--- config.mk ---
export PLATFORM = sky130hd
export DESIGN_NAME = truth_table_sweeper_flat
export DESIGN_NICKNAME = d
export VERILOG_FILES = /design/src/rtl/truth_table_sweeper_if.sv /design/src/rtl/truth_table_sweeper.sv /design/src/flat_wrapper.sv
export SDC_FILE = /design/constraint.sdc
export NUM_CORES = 1
export LEC_CHECK = 0
export BUFFER_PORTS_ARGS = -buffer_cell sky130_fd_sc_hd__buf_4
export CAP_MARGIN = 20
export CORE_UTILIZATION = 40
export CTS_CLUSTER_SIZE = 20
export DETAILED_ROUTE_END_ITERATION = 12
export GPL_TIMING_DRIVEN = 0
export PLACE_DENSITY = 0.71
export SYNTH_ARGS = -nofsm -noshare
export SYNTH_HDL_FRONTEND = slang
export SYNTH_SLANG_ARGS = --single-unit
--- constraint.sdc ---
create_clock -name clk -period 5.5 [get_ports clk]
set_clock_uncertainty 0.15 [all_clocks]
set_input_delay 0 -clock clk [delete_from_list [all_inputs] [get_ports clk]]
set_output_delay 0 -clock clk [all_outputs]
set_load 0.05 [all_outputs]
--- src/rtl/truth_table_sweeper_if.sv ---
// Signal bundle between the truth-table sweeper and its controller / gate under test.
// master drives requests and the gate output; slave is the sweeper itself.
interface truth_table_sweeper_if;
    logic       start;
    logic       abort;
    logic [7:0] expected;
    logic       dut_out;
    logic       in1;
    logic       in2;
    logic       in3;
    logic       busy;
    logic       done;
    logic [7:0] table_out;
    logic       match;
    logic       unstable;

    modport master (
        output start, abort, expected, dut_out,
        input  in1, in2, in3, busy, done, table_out, match, unstable
    );

    modport slave (
        input  start, abort, expected, dut_out,
        output in1, in2, in3, busy, done, table_out, match, unstable
    );
endinterface

--- src/rtl/truth_table_sweeper.sv ---
// Sweeps all 8 input combinations of a 3-input gate, settles, samples and compares its table.
// Define TT_STABILITY_CHECK_EN to flag dut_out changing on the final settle cycle.
module truth_table_sweeper #(
    parameter int unsigned SETTLE_CYCLES = 4
) (
    input  logic                 clk,
    input  logic                 rst_n,
    truth_table_sweeper_if.slave bus
);

    localparam logic [1:0] ST_IDLE   = 2'd0;
    localparam logic [1:0] ST_SETTLE = 2'd1;
    localparam logic [1:0] ST_SAMPLE = 2'd2;
    localparam logic [1:0] ST_DONE   = 2'd3;

    localparam logic [7:0] CNT_LAST = 8'(SETTLE_CYCLES - 1);

    logic [1:0] state_q, state_d;
    logic [2:0] idx_q, idx_d;
    logic [7:0] cnt_q, cnt_d;
    logic [7:0] table_q, table_d;
    logic       match_q, match_d;
    logic       done_q, done_d;
    logic       accept;

    assign accept = (state_q == ST_IDLE) && bus.start && !bus.abort;

    always_comb begin
        state_d = state_q;
        idx_d   = idx_q;
        cnt_d   = cnt_q;
        table_d = table_q;
        match_d = match_q;
        done_d  = 1'b0;
        unique case (state_q)
            ST_IDLE: begin
                if (accept) begin
                    state_d = ST_SETTLE;
                    idx_d   = 3'd0;
                    cnt_d   = 8'd0;
                    table_d = 8'd0;
                    match_d = 1'b0;
                end
            end
            ST_SETTLE: begin
                if (bus.abort) begin
                    state_d = ST_IDLE;
                    idx_d   = 3'd0;
                    cnt_d   = 8'd0;
                    match_d = 1'b0;
                end else begin
                    cnt_d = cnt_q + 8'd1;
                    if (cnt_q == CNT_LAST) state_d = ST_SAMPLE;
                end
            end
            ST_SAMPLE: begin
                if (bus.abort) begin
                    state_d = ST_IDLE;
                    idx_d   = 3'd0;
                    cnt_d   = 8'd0;
                    match_d = 1'b0;
                end else begin
                    // idx 0 (inputs 000) lands in the table MSB
                    table_d[3'd7 - idx_q] = bus.dut_out;
                    if (idx_q != 3'd7) begin
                        idx_d   = idx_q + 3'd1;
                        cnt_d   = 8'd0;
                        state_d = ST_SETTLE;
                    end else begin
                        state_d = ST_DONE;
                    end
                end
            end
            ST_DONE: begin
                // abort is deliberately ignored here; the sweep is already complete
                done_d  = 1'b1;
                match_d = (table_q == bus.expected);
                idx_d   = 3'd0;
                cnt_d   = 8'd0;
                state_d = ST_IDLE;
            end
            default: begin
                state_d = ST_IDLE;
            end
        endcase
    end

    always_ff @(posedge clk or negedge rst_n) begin
        if (!rst_n) begin
            state_q <= ST_IDLE;
            idx_q   <= 3'd0;
            cnt_q   <= 8'd0;
            table_q <= 8'd0;
            match_q <= 1'b0;
            done_q  <= 1'b0;
        end else begin
            state_q <= state_d;
            idx_q   <= idx_d;
            cnt_q   <= cnt_d;
            table_q <= table_d;
            match_q <= match_d;
            done_q  <= done_d;
        end
    end

    assign {bus.in1, bus.in2, bus.in3} = idx_q;
    assign bus.busy      = (state_q != ST_IDLE);
    assign bus.done      = done_q;
    assign bus.table_out = table_q;
    assign bus.match     = match_q;

`ifdef TT_STABILITY_CHECK_EN
    logic prev_q;
    logic unstable_q, unstable_d;

    always_comb begin
        unstable_d = unstable_q;
        if (accept) begin
            unstable_d = 1'b0;
        end else if ((state_q == ST_SETTLE) && !bus.abort && (cnt_q == CNT_LAST) &&
                     (bus.dut_out != prev_q)) begin
            unstable_d = 1'b1;
        end
    end

    always_ff @(posedge clk or negedge rst_n) begin
        if (!rst_n) begin
            prev_q     <= 1'b0;
            unstable_q <= 1'b0;
        end else begin
            prev_q     <= bus.dut_out;
            unstable_q <= unstable_d;
        end
    end

    assign bus.unstable = unstable_q;
`else
    assign bus.unstable = 1'b0;
`endif

endmodule

--- src/flat_wrapper.sv ---
// flat-port wrapper written by rule: the top's interface ports become plain ports
module truth_table_sweeper_flat 
#(
    parameter int unsigned SETTLE_CYCLES = 4
)
  (clk, rst_n, bus_start, bus_abort, bus_expected, bus_dut_out, bus_in1, bus_in2, bus_in3, bus_busy, bus_done, bus_table_out, bus_match, bus_unstable);
  truth_table_sweeper_if bus_i ();
  input  logic clk;
  input  logic rst_n;
  input wire logic [$bits(bus_i.start)-1:0] bus_start;
  input wire logic [$bits(bus_i.abort)-1:0] bus_abort;
  input wire logic [$bits(bus_i.expected)-1:0] bus_expected;
  input wire logic [$bits(bus_i.dut_out)-1:0] bus_dut_out;
  output wire logic [$bits(bus_i.in1)-1:0] bus_in1;
  output wire logic [$bits(bus_i.in2)-1:0] bus_in2;
  output wire logic [$bits(bus_i.in3)-1:0] bus_in3;
  output wire logic [$bits(bus_i.busy)-1:0] bus_busy;
  output wire logic [$bits(bus_i.done)-1:0] bus_done;
  output wire logic [$bits(bus_i.table_out)-1:0] bus_table_out;
  output wire logic [$bits(bus_i.match)-1:0] bus_match;
  output wire logic [$bits(bus_i.unstable)-1:0] bus_unstable;
  assign bus_i.start = bus_start;
  assign bus_i.abort = bus_abort;
  assign bus_i.expected = bus_expected;
  assign bus_i.dut_out = bus_dut_out;
  assign bus_in1 = bus_i.in1;
  assign bus_in2 = bus_i.in2;
  assign bus_in3 = bus_i.in3;
  assign bus_busy = bus_i.busy;
  assign bus_done = bus_i.done;
  assign bus_table_out = bus_i.table_out;
  assign bus_match = bus_i.match;
  assign bus_unstable = bus_i.unstable;
  truth_table_sweeper #(.SETTLE_CYCLES(SETTLE_CYCLES)) u_core (.clk(clk), .rst_n(rst_n), .bus(bus_i));
endmodule
* Word-level counts from Yosys, hierarchy flattened
Cells that the tools add are included.
Storage, ports and cells: bits in registers 23, bits in latches 0, RAM bits 0, ROM bits 0, input bits 13, output and inout port bits 15, logic and storage cells 61, memories kept 0
Cells by class: $add $sub $neg 3, multipliers 0, divide/modulo/power cells 0, order comparisons 2, eq/ne operators 12, shift operators 0, mux-type cells 25, bitwise operators 0, reductions and logical operators 13
Operators with widths (number):
- $mux 8 | 5
- $pmux 8 s4 | 1
- $pmux 8 s2 | 1
- $mux 3 | 4
- $pmux 3 s4 | 1
- $mux 2 | 5
- $add 8x1->8 const B | 1
- $bwmux 8 | 1
- $eq 8x2->1 const B | 1
- $eq 8x8->1 | 1
- $pmux 2 s4 | 1
- $ne 3x2->1 const B | 2
- $reduce_and 2->1 | 3
- $reduce_and 3->1 | 2
- $eq 2x2->1 const B | 2
- $lt 3x4->1 const B | 1
- $mux 1 | 4
- $ne 2x1->1 const B | 2
- $ne 2x2->1 const B | 2
- $reduce_bool 2->1 | 2
- $add 3x1->3 const B | 1
- $demux 1 s3 | 1
- $ge 3x1->1 const B | 1
- $logic_and 1x1->1 | 3
- 7 further kinds | 7

* Logic depth before layout (Yosys ltp)
Gate-level depths: netlist of the first run.
depth after elaboration 8, gate-level depth with buffers 8, gate-level depth less buffers 6

* Worst setup path after synthesis of the first run
OpenSTA, ideal clock, no wires.
path kind flip-flop to flip-flop, from register u_core.idx_q[0], to register u_core.cnt_q[6], library setup time 0.069 ns, arrival 1.984 ns, required time 5.281 ns, setup slack 3.297 ns, stages on the path, launching flop included 7, path buffers 0, period minus slack after synthesis 2.203 ns, cells stage by stage dfrtp_1 -> ha_1 -> ha_1 -> and3b_1 -> a21o_1 -> or4_1 -> nand3_1
Between the ends: longest elaborated chain between the ends 3
Ends and longest elaborated chain:
- from (decl) | RTL line truth_table_sweeper.sv:19 | logic [2:0] idx_q, idx_d;
- from (signal assigned) | RTL line truth_table_sweeper.sv:98 | idx_q <= idx_d;
- $ne 3x3->1 | RTL line truth_table_sweeper.sv:65 | if (idx_q != 3'd7) begin
- $ne 3x2->1 (no line)
- $reduce_and 2->1 (no line)
- to (signal assigned) | RTL line truth_table_sweeper.sv:99 | cnt_q <= cnt_d;
- to (decl) | RTL line truth_table_sweeper.sv:20 | logic [7:0] cnt_q, cnt_d;
Every way passes these cells. A chain may end at the register's enable or synchronous reset.

* Worst setup path in the final report of the first run
from register u_core.state_q[0], to register u_core.match_q, in the netlist u_core.bus.match
Between the ends: longest elaborated chain between the ends 5, elaborated cells on any way between the ends 11, those cells by class 5 x eq/ne; 1 x mux; 5 x reduce/logical
Ends and longest elaborated chain:
- from (decl) | RTL line truth_table_sweeper.sv:18 | logic [1:0] state_q, state_d;
- from (signal assigned) | RTL line truth_table_sweeper.sv:97 | state_q <= state_d;
- $logic_not 2->1 | RTL line truth_table_sweeper.sv:26, truth_table_sweeper.sv:35
- $logic_and 1x1->1 (2 in a row) | RTL line truth_table_sweeper.sv:26 | assign accept = (state_q == ST_IDLE) && bus.start && !bus.abort;
- $ne 2x1->1 (no line)
- $reduce_and 2->1 (no line)
- to (signal assigned) | RTL line truth_table_sweeper.sv:101 | match_q <= match_d;
- to (decl) | RTL line truth_table_sweeper.sv:22 | logic match_q, match_d;
Parallel ways exist; a longest one is shown, timed or not.

==> results.cfg, run 1 <==
[floorplanning]
dieHeight_um = 61.1
die_area_um2 = 3730
io_pins = 28
fp.dieW_um = 61.1
start_util = 0.418
row_count = 21
core_area_um2 = 3340

[global_route]
overflow = 0
grt_pass1_wl_um = 5190
grt_max_degree = 24
antenna_found_initial = 0
grt_pass1_vias = 1188
grt_usage = 0.191

[flow_run]
maxCapViolCount = 0

[sta]
period_needed_ns = 2.79
tightest_slew_ns = 0.497
rsz0062_at_grt = no
timing.setup.tns_ns = 0
max_freq_mhz = 358
hold_viol = 0
setup_viol = 0
max_slew_margin = 0.668
holdWs_ns = 0.0359
finalCritPeriodShare = 0.508
maxSlewViolCount = 0

[clock_tree]
cts_root_buf = clkbuf_4
cts.clk_slew.worst_paths_ns = 0.14
cts_resized = 0
clockBufferDepth = 2
clock_latency_ns = 0.32
cts_setup_buffers = 0
clock-sinks = 23
cts_tree = yes
hold_buffers = 7
numCtsBuffers = 3
htreeDepth = 1

[critical_path]
worstSetupPathType = flip-flop to flip-flop
r2r_start = u_core.state_q[0]$_DFFE_PN0P_
crit_fanout = 7
rrSetupSlack_ns = 2.71
start_kind = flip-flop
cp.required_ns = 5.62
regToRegEndpoint = u_core.bus.match$_DFFE_PN0P_
r2r_cells = 8
worstPathArrival_ns = 2.91
worst_setup_path_end_kind = flip-flop

[routing]
dr.first_iter.drc_count = 39
vias = 1267
drt-pass1-iter-count = 4
wl_per_cell_um = 13.7
highest_layer = met4
viasPerCell = 5.32
met1_length_um = 1500
drc_errors = 0
final_antenna_net_count = 0
wl_met2_um = 1620
dr_wl_met3_um = 126
wl_um = 3270

[placement]
gp_congestion = 0.809
portBuffers = 25
placedInstanceArea_um2 = 1640
hpwl_um = 2470

[finish]
fin_nets = 214
fin_area_um2 = 1750
final_core_util = 0.525
n_antenna_cell = 0
seq_area_um2 = 576
area_delta_synth_final_pct = 25.5
fillCellCount = 309
layout_commonest_cell = buf_4
drive_gt1_frac = 0.177
layout_common_cells = 26 x buf_4, 24 x o21ai_0, 23 x dfrtp_1, 12 x nand2_1
multi_input_area_um2 = 756

[synthesis]
synthCells = 155
avgSynthCellArea_um2 = 9.01
async_reset_ff_frac = 1.00
synth-edff-count = 0
ys_seq_area_frac = 0.412
synth-main-ff-cell = dfrtp_1
synth_cell_types = 37
synth-seq-cells = 23
syn_nets = 176
synthesis.area_um2 = 1400
yosys_warnings = 0

[min_path]
hold_end = u_core.state_q[0]$_DFFE_PN0P_
holdCritPathClass = input port to flip-flop
hold_start = bus_start
min_path_cells = 4

[power_and_ir_drop]
pwr-share-clk = 0.158
swShare = 0.430
seq_power_share = 0.387
p_int_uw = 301
combPwrFrac = 0.455
power_density_nw_per_um2 = 301
p_sw_uw = 227
peakVddDrop_mv = 0.205
p_leak_uw = 0.000812

[outcome]
status = finished clean
## cell families (layout without fill, tap and decap cells)
kind of cell	after synthesis	in the layout	synth area share
and+or+nand+nor	48	48	0.181
AOI/OAI and AO/OA	47	47	0.206
DFF	23	23	0.412
buffers and inverters	16	53	0.0466
adders and majority gates	8	8	0.0717
xor gates and xnor gates	8	8	0.0502
muxes	4	4	0.0296
other	1	1	0.00269
## cell type report
type	instances	share of cell area
inverters	7	0.0150
clock buffers	4	0.0150
flip-flops and latches	23	0.328
well taps	46	0.0328
plain buffers	9	0.0221
repair buffers	33	0.156
multi-input cells	116	0.431
## metrics by stage
stage               worst slack (ns)  std cells  power [uW]
global route                    2.56        238         566
floorplan                       3.30        155         372
detailed placement              3.17        226         441
finish                          2.71        238         528
CTS                             2.72        237         527
global placement                3.32        226         430
## worst max path at each step
stage | startpoint | endpoint | slack, ns | cells past startpoint
finish | u_core.state_q[0]$_DFFE_PN0P_ | u_core.bus.match$_DFFE_PN0P_ | 2.71 | 8
global route | u_core.state_q[0]$_DFFE_PN0P_ | u_core.bus.match$_DFFE_PN0P_ | 2.56 | 8
global placement | u_core.state_q[0]$_DFFE_PN0P_ | u_core.bus.table_out[7]$_DFFE_PN0P_ | 3.32 | 7
floorplan | u_core.idx_q[0]$_DFFE_PN0P_ | u_core.cnt_q[6]$_DFFE_PN0P_ | 3.30 | 6
CTS | u_core.state_q[0]$_DFFE_PN0P_ | u_core.bus.match$_DFFE_PN0P_ | 2.72 | 8
detailed placement | u_core.state_q[0]$_DFFE_PN0P_ | u_core.bus.table_out[7]$_DFFE_PN0P_ | 3.17 | 7
## synth_stat cells (all sizes together) (2+ instances only)
cell	instances	area share
a21oi	3	0.013
a31oi	4	0.018
and3	2	0.0090
clkbuf	8	0.022
dfrtp	23	0.41
ha	8	0.072
inv	7	0.019
mux2i	3	0.022
nand2	12	0.032
nand2b	7	0.031
nand3	6	0.022
nand4	2	0.0090
nor2	7	0.019
nor2b	2	0.0090
nor3	2	0.0072
o21a	4	0.022
o21ai	24	0.086
o31a	2	0.013
o31ai	4	0.022
or4	4	0.022
xnor2	4	0.025
xor2	4	0.025
## metal layers
metal	track usage	vias up
met2	0.311	25
met5	0	-
li1	-	629
met4	0.0812	0
met1	0.246	611
met3	0.0420	2
## power by group through the flow
stage	clock network [uW]	registers (uW)	logic, uW
finish	83.3	204	240
global route	94.9	208	263
CTS	84.4	204	238
detailed placement	0	208	233
global placement	0	205	225
floorplan	0	229	143
## critical path: stages, from the launching register on
cell           delay (ns)
dfrtp_1              0.41
inv_1                0.11
ha_1                 0.20
clkbuf_1             0.20
a21oi_1              0.33
nand4_1              0.11
dlygate4sd3_1        0.58
o22ai_1              0.09
dlygate4sd3_1        0.56
## registers in the layout, summed over array words and instances, names as in the netlist
signal	cells
u_core.bus.match	1
u_core.cnt_q	8
u_core.idx_q	3
u_core.bus.table_out	8
u_core.state_q	2
u_core.bus.done	1
(Power assumes the default switching activity.)
==> run 2: changes to the inputs <==
--- a/config.mk
+++ b/config.mk
@@ -11,7 +11,7 @@
 export CTS_CLUSTER_SIZE = 20
 export DETAILED_ROUTE_END_ITERATION = 12
 export GPL_TIMING_DRIVEN = 0
-export PLACE_DENSITY = 0.71
+export PLACE_DENSITY = 0.73
 export SYNTH_ARGS = -nofsm -noshare
 export SYNTH_HDL_FRONTEND = slang
 export SYNTH_SLANG_ARGS = --single-unit
==> constraint.sdc (replaced) <==
create_clock -name clk -period 2.5 [get_ports clk]
set_clock_uncertainty 0.15 [all_clocks]
set_input_delay 0 -clock clk [delete_from_list [all_inputs] [get_ports clk]]
set_output_delay 0 -clock clk [all_outputs]
set_load 0.05 [all_outputs]
==> run 2 against run 1 <==
Net effect:
- worst hold slack improved by 0.029 ns
- critical endpoint unchanged
- sequential share of layout area is 0.21 points lower
- non-clock buffer count rose by 1
- global-route usage decreased by 0.92 points
- core utilization up 0.34 points
- final cell count is 0.42% higher
- largest cell class unchanged
- highest routed layer unchanged
==> results.cfg, run 2 (synthesis gave the netlist of run 1 again) <==
[power_and_ir_drop]
combPwrFrac = 0.459
swShare = 0.423
p_int_uw = 664
seq_power_share = 0.389
pwr-share-clk = 0.152
p_sw_uw = 487
power_density_nw_per_um2 = 652
peakVddDrop_mv = 0.443
p_leak_uw = 0.000814

[placement]
gp_congestion = 0.780
hpwl_um = 2330
portBuffers = 25
placedInstanceArea_um2 = 1640

[critical_path]
crit_fanout = 7
crit_path_top_delay_cell = dlygate4sd3_1
worst_setup_path_end_kind = flip-flop
rrSetupSlack_ns = 0.30
cp.required_ns = 2.60
worstSetupPathType = flip-flop to flip-flop
worstPathArrival_ns = 2.30
regToRegEndpoint = u_core.bus.match$_DFFE_PN0P_
start_kind = flip-flop
r2r_cells = 7
r2r_start = u_core.state_q[0]$_DFFE_PN0P_
cp_slowest_stage_delay_ns = 0.58
cp_cell_sequence = inv_1, ha_1, clkbuf_1, a21oi_1, nand4_1, dlygate4sd3_1, o22ai_1

[clock_tree]
htreeDepth = 1
clockBufferDepth = 2
cts_tree = yes
numCtsBuffers = 3
clock_latency_ns = 0.31
cts_root_buf = clkbuf_4
cts_setup_buffers = 0
clock-sinks = 23
cts.clk_slew.worst_paths_ns = 0.13

[outcome]
status = finished clean

[global_route]
antenna_found_initial = 0
grt_pass1_wl_um = 5060
grt_pass1_vias = 1152
grt_max_degree = 24
grt_usage = 0.182
overflow = 0

[sta]
setup_viol = 0
period_needed_ns = 2.20
hold_viol = 0
max_freq_mhz = 455
timing.setup.tns_ns = 0
rsz0062_at_grt = no
finalCritPeriodShare = 0.880
maxSlewViolCount = 0

[routing]
drc_errors = 0
wl_per_cell_um = 13.3
final_antenna_net_count = 0
vias = 1294
drt-pass1-iter-count = 4
wl_um = 3170
viasPerCell = 5.41
dr.first_iter.drc_count = 45

[floorplanning]
fp.dieW_um = 61.1
core_area_um2 = 3340
die_area_um2 = 3730
dieHeight_um = 61.1
start_util = 0.418
io_pins = 28
row_count = 21

[min_path]
holdCritPathClass = input port to flip-flop
hold_end = u_core.state_q[0]$_DFFE_PN0P_
min_path_cells = 4
hold_start = bus_start

[finish]
layout_commonest_cell = buf_4
fin_nets = 215
n_antenna_cell = 0
layout_common_cells = 26 x buf_4, 24 x o21ai_0, 23 x dfrtp_1, 12 x nand2_1
drive_gt1_frac = 0.181
fin_area_um2 = 1760
area_delta_synth_final_pct = 26.3
fillCellCount = 302

[flow_run]
maxCapViolCount = 0
==> run 2: per-stage QoR <==
step                      power, uW  hold WS, ns   util  std cells  setup WS [ns]
after floorplan                 819       -0.446      -        155          0.297
after global placement          944       -0.242  0.492        226          0.326
after detailed placement        967       -0.233  0.492        226          0.243
after CTS                      1150       0.0704  0.524        238          0.208
after global routing           1230       0.0796  0.529        239          0.154
final                          1150       0.0651  0.529        239          0.301
==> run 2: timing repair <==
action / CTS / global route
endpoints found under the setup margin: 0 / 1
endpoints found under the hold margin: 34 / 0
hold buffers: 8 / 0
resized for setup: 0 / 2
==> run 2: critical path, delay by kind of cell, from the launching register on <==
kind | cells | cell delay [ns]
AOI/OAI and AO/OA | 2 | 0.39
adders and majority gates | 1 | 0.20
buffers and inverters | 3 | 0.88
DFF | 1 | 0.41
and+or+nand+nor | 1 | 0.11
==> run 2: per-layer routing <==
metal	up-vias	wire length [um]	GRT usage
met1	621	1430	0.250
met3	4	142	0.0126
met5	-	0	0
met2	38	1560	0.301
li1	631	-	-
met4	0	36	0.0682
==> run 2: worst max-delay path by stage <==
stage	startpoint	endpoint	slack [ns]	cells after the start
floorplan	u_core.idx_q[0]$_DFFE_PN0P_	u_core.cnt_q[6]$_DFFE_PN0P_	0.30	6
global placement	u_core.state_q[0]$_DFFE_PN0P_	u_core.bus.table_out[7]$_DFFE_PN0P_	0.33	7
detailed placement	u_core.state_q[0]$_DFFE_PN0P_	u_core.bus.table_out[7]$_DFFE_PN0P_	0.24	7
CTS	u_core.state_q[0]$_DFFE_PN0P_	u_core.bus.table_out[7]$_DFFE_PN0P_	0.21	7
global route	u_core.state_q[0]$_DFFE_PN0P_	u_core.bus.table_out[7]$_DFFE_PN0P_	0.15	8
finish	u_core.state_q[0]$_DFFE_PN0P_	u_core.bus.match$_DFFE_PN0P_	0.30	7
==> run 2: area by class of cell <==
class / count / area (um^2) / area share
inverters: 7 / 26.3 / 0.0149
flip-flops and latches: 23 / 576 / 0.326
plain buffers: 9 / 40.0 / 0.0227
well taps: 46 / 57.6 / 0.0326
repair buffers: 34 / 283 / 0.160
multi-input cells: 116 / 756 / 0.428
clock buffers: 4 / 26.3 / 0.0149
==> run 2: power groups by stage <==
stage,Sequential [uW],Clock [uW],Combinational (uW)
finish,448,175,528
CTS,448,181,525
detailed placement,455,0,511
global placement,452,0,492
global route,453,194,583
floorplan,505,0,314
==> run 3: changes to the inputs <==
--- a/config.mk
+++ b/config.mk
@@ -10,8 +10,10 @@
 export CORE_UTILIZATION = 40
 export CTS_CLUSTER_SIZE = 20
 export DETAILED_ROUTE_END_ITERATION = 12
+export GPL_ROUTABILITY_DRIVEN = 1
 export GPL_TIMING_DRIVEN = 0
 export PLACE_DENSITY = 0.73
+export SETUP_SLACK_MARGIN = 0.4
 export SYNTH_ARGS = -nofsm -noshare
 export SYNTH_HDL_FRONTEND = slang
 export SYNTH_SLANG_ARGS = --single-unit
==> run 3 against run 2 <==
Net effect:
- cell area up 4.0%
- count of clock-buffer cells in the layout shrank 1
- wire length rose by 4.7%
- first-iteration DRC count decreased by 11%
- final cell count increased by 1.3%
- via count is 0.62% lower
- power rose by 4.6%
- critical endpoint is now u_core.state_q[1]$_DFFE_PN0P_
- non-clock buffer count up 3
==> results.cfg, run 3 (synthesis gave the netlist of run 1 again) <==
[routing]
wl_per_cell_um = 13.7
wl_um = 3320
viasPerCell = 5.31
dr.first_iter.drc_count = 40
vias = 1286
drt-pass1-iter-count = 4
drc_errors = 0
final_antenna_net_count = 0

[clock_tree]
cts_tree = yes
cts_root_buf = clkbuf_4
numCtsBuffers = 3
clock-sinks = 23
htreeDepth = 1
cts.clk_slew.worst_paths_ns = 0.14
clockBufferDepth = 2
clock_latency_ns = 0.32

[critical_path]
crit_fanout = 6
r2r_cells = 4
rrSetupSlack_ns = 0.49
worst_setup_path_end_kind = flip-flop
start_kind = flip-flop
regToRegEndpoint = u_core.state_q[1]$_DFFE_PN0P_
worstSetupPathType = flip-flop to flip-flop
startpoint = u_core.cnt_q[4]$_DFFE_PN0P_
worstPathArrival_ns = 2.08
r2r_start = u_core.cnt_q[4]$_DFFE_PN0P_
cp.required_ns = 2.57
cpLargestDelayFamily = simple AND/OR/NAND/NOR gates
cp_slowest_stage_delay_ns = 0.55
cp_cell_sequence = or4_1, o31a_1, a21oi_2, mux2_1
crit_path_top_delay_cell = or4_1
worst-path-buf-inv = 0

[floorplanning]
dieHeight_um = 61.1
fp.dieW_um = 61.1
core_area_um2 = 3340
die_area_um2 = 3730
start_util = 0.418
io_pins = 28
row_count = 21

[sta]
max_freq_mhz = 497
period_needed_ns = 2.01
setup_viol = 0
timing.setup.tns_ns = 0
finalCritPeriodShare = 0.804
setup_ws_ns = 0.489
maxSlewViolCount = 0
rsz0062_at_grt = no
hold_viol = 0

[global_route]
antenna_found_initial = 0
grt_pass1_wl_um = 5140
grt_usage = 0.184
overflow = 0
grt_pass1_vias = 1183
grt_max_degree = 24

[finish]
n_antenna_cell = 0
area_delta_synth_final_pct = 31.4
layout_common_cells = 28 x buf_4, 23 x o21ai_0, 21 x dfrtp_1, 12 x nand2_1, 9 x dlygate4sd3_1
layout_commonest_cell = buf_4
fillCellCount = 303
fin_nets = 218
drive_gt1_frac = 0.255
final_core_util = 0.550

[min_path]
holdCritPathClass = input port to flip-flop
min_path_cells = 4
hold_end = u_core.state_q[0]$_DFFE_PN0P_
hold_start = bus_start

[placement]
gp_congestion = 0.802
place_ws_ns = 0.264
hpwl_um = 2410
portBuffers = 25

[power_and_ir_drop]
power_density_nw_per_um2 = 656
p_leak_uw = 0.000842
peakVddDrop_mv = 0.425
finalPower_uw = 1200

[outcome]
status = finished clean

[flow_run]
maxCapViolCount = 0
## run 3: changes by cell type in the layout (fill, tap and decap cells not counted), moves of 2 or more
cell      delta
buf_4        +2
clkbuf_1     -4
clkbuf_4     +2
dfrtp_1      -2
dfrtp_2      +2
## run 3: cell type report
type | instances | area, um^2 | area share
multi-input combinational | 116 | 786 | 0.428
sequential | 23 | 578 | 0.315
timing repair buffer | 37 | 308 | 0.168
tap | 46 | 57.6 | 0.0314
buffer | 9 | 48.8 | 0.0266
inverter | 7 | 26.3 | 0.0143
clock buffer | 3 | 22.5 | 0.0123
clock inverter | 1 | 7.51 | 0.00409
## run 3: how the worst max path moves through the flow
stage | endpoint | slack, ns | depth (start not counted)
2_1_floorplan | u_core.cnt_q[6]$_DFFE_PN0P_ | 0.40 | 6
3_3_place_gp | u_core.bus.table_out[7]$_DFFE_PN0P_ | 0.33 | 7
3_5_place_dp | u_core.bus.table_out[5]$_DFFE_PN0P_ | 0.26 | 7
4_1_cts | u_core.state_q[1]$_DFFE_PN0P_ | 0.40 | 6
5_1_grt | u_core.bus.table_out[3]$_DFFE_PN0P_ | 0.40 | 8
6_report | u_core.state_q[1]$_DFFE_PN0P_ | 0.49 | 4
## run 3: through the flow
step | hold slack (ns) | std cells | area, um^2
after floorplan | -0.446 | 155 | 1400
after global placement | -0.240 | 226 | 1640
after detailed placement | -0.237 | 226 | 1640
after CTS | 0.0450 | 239 | 1770
after global routing | 0.0932 | 242 | 1830
final | 0.0649 | 242 | 1830
## run 3: layer usage
layer	vias to the layer above	global-route usage	share of wire
met3	6	0.0294	0.038
met1	614	0.230	0.46
li1	635	-	-
met5	-	0	0
met2	31	0.326	0.49
met4	0	0.0584	0.011
## run 3: worst reg2reg max path, cell delays in order (launching register included)
cell	delay, ns
dfrtp_1	0.46
or4_1	0.55
o31a_1	0.26
a21oi_2	0.15
mux2_1	0.34
## run 3: repair_timing
action / 4_1_cts / 5_1_grt
setup buffers: 0 / 2
setup endpoints to repair: 13 / 16
gates resized for setup: 3 / 15
hold buffers: 9 / 0
hold endpoints to repair: 34 / 0
pin swaps: 0 / 1
## run 3: where the power goes
group | switching, uW | total [uW] | leakage, uW | internal (uW)
combinational | 346 | 568 | 0.000514 | 222
sequential | 35.2 | 448 | 0.000314 | 412
clock | 127 | 188 | 0.0000139 | 61.2
total | 508 | 1200 | 0.000842 | 695
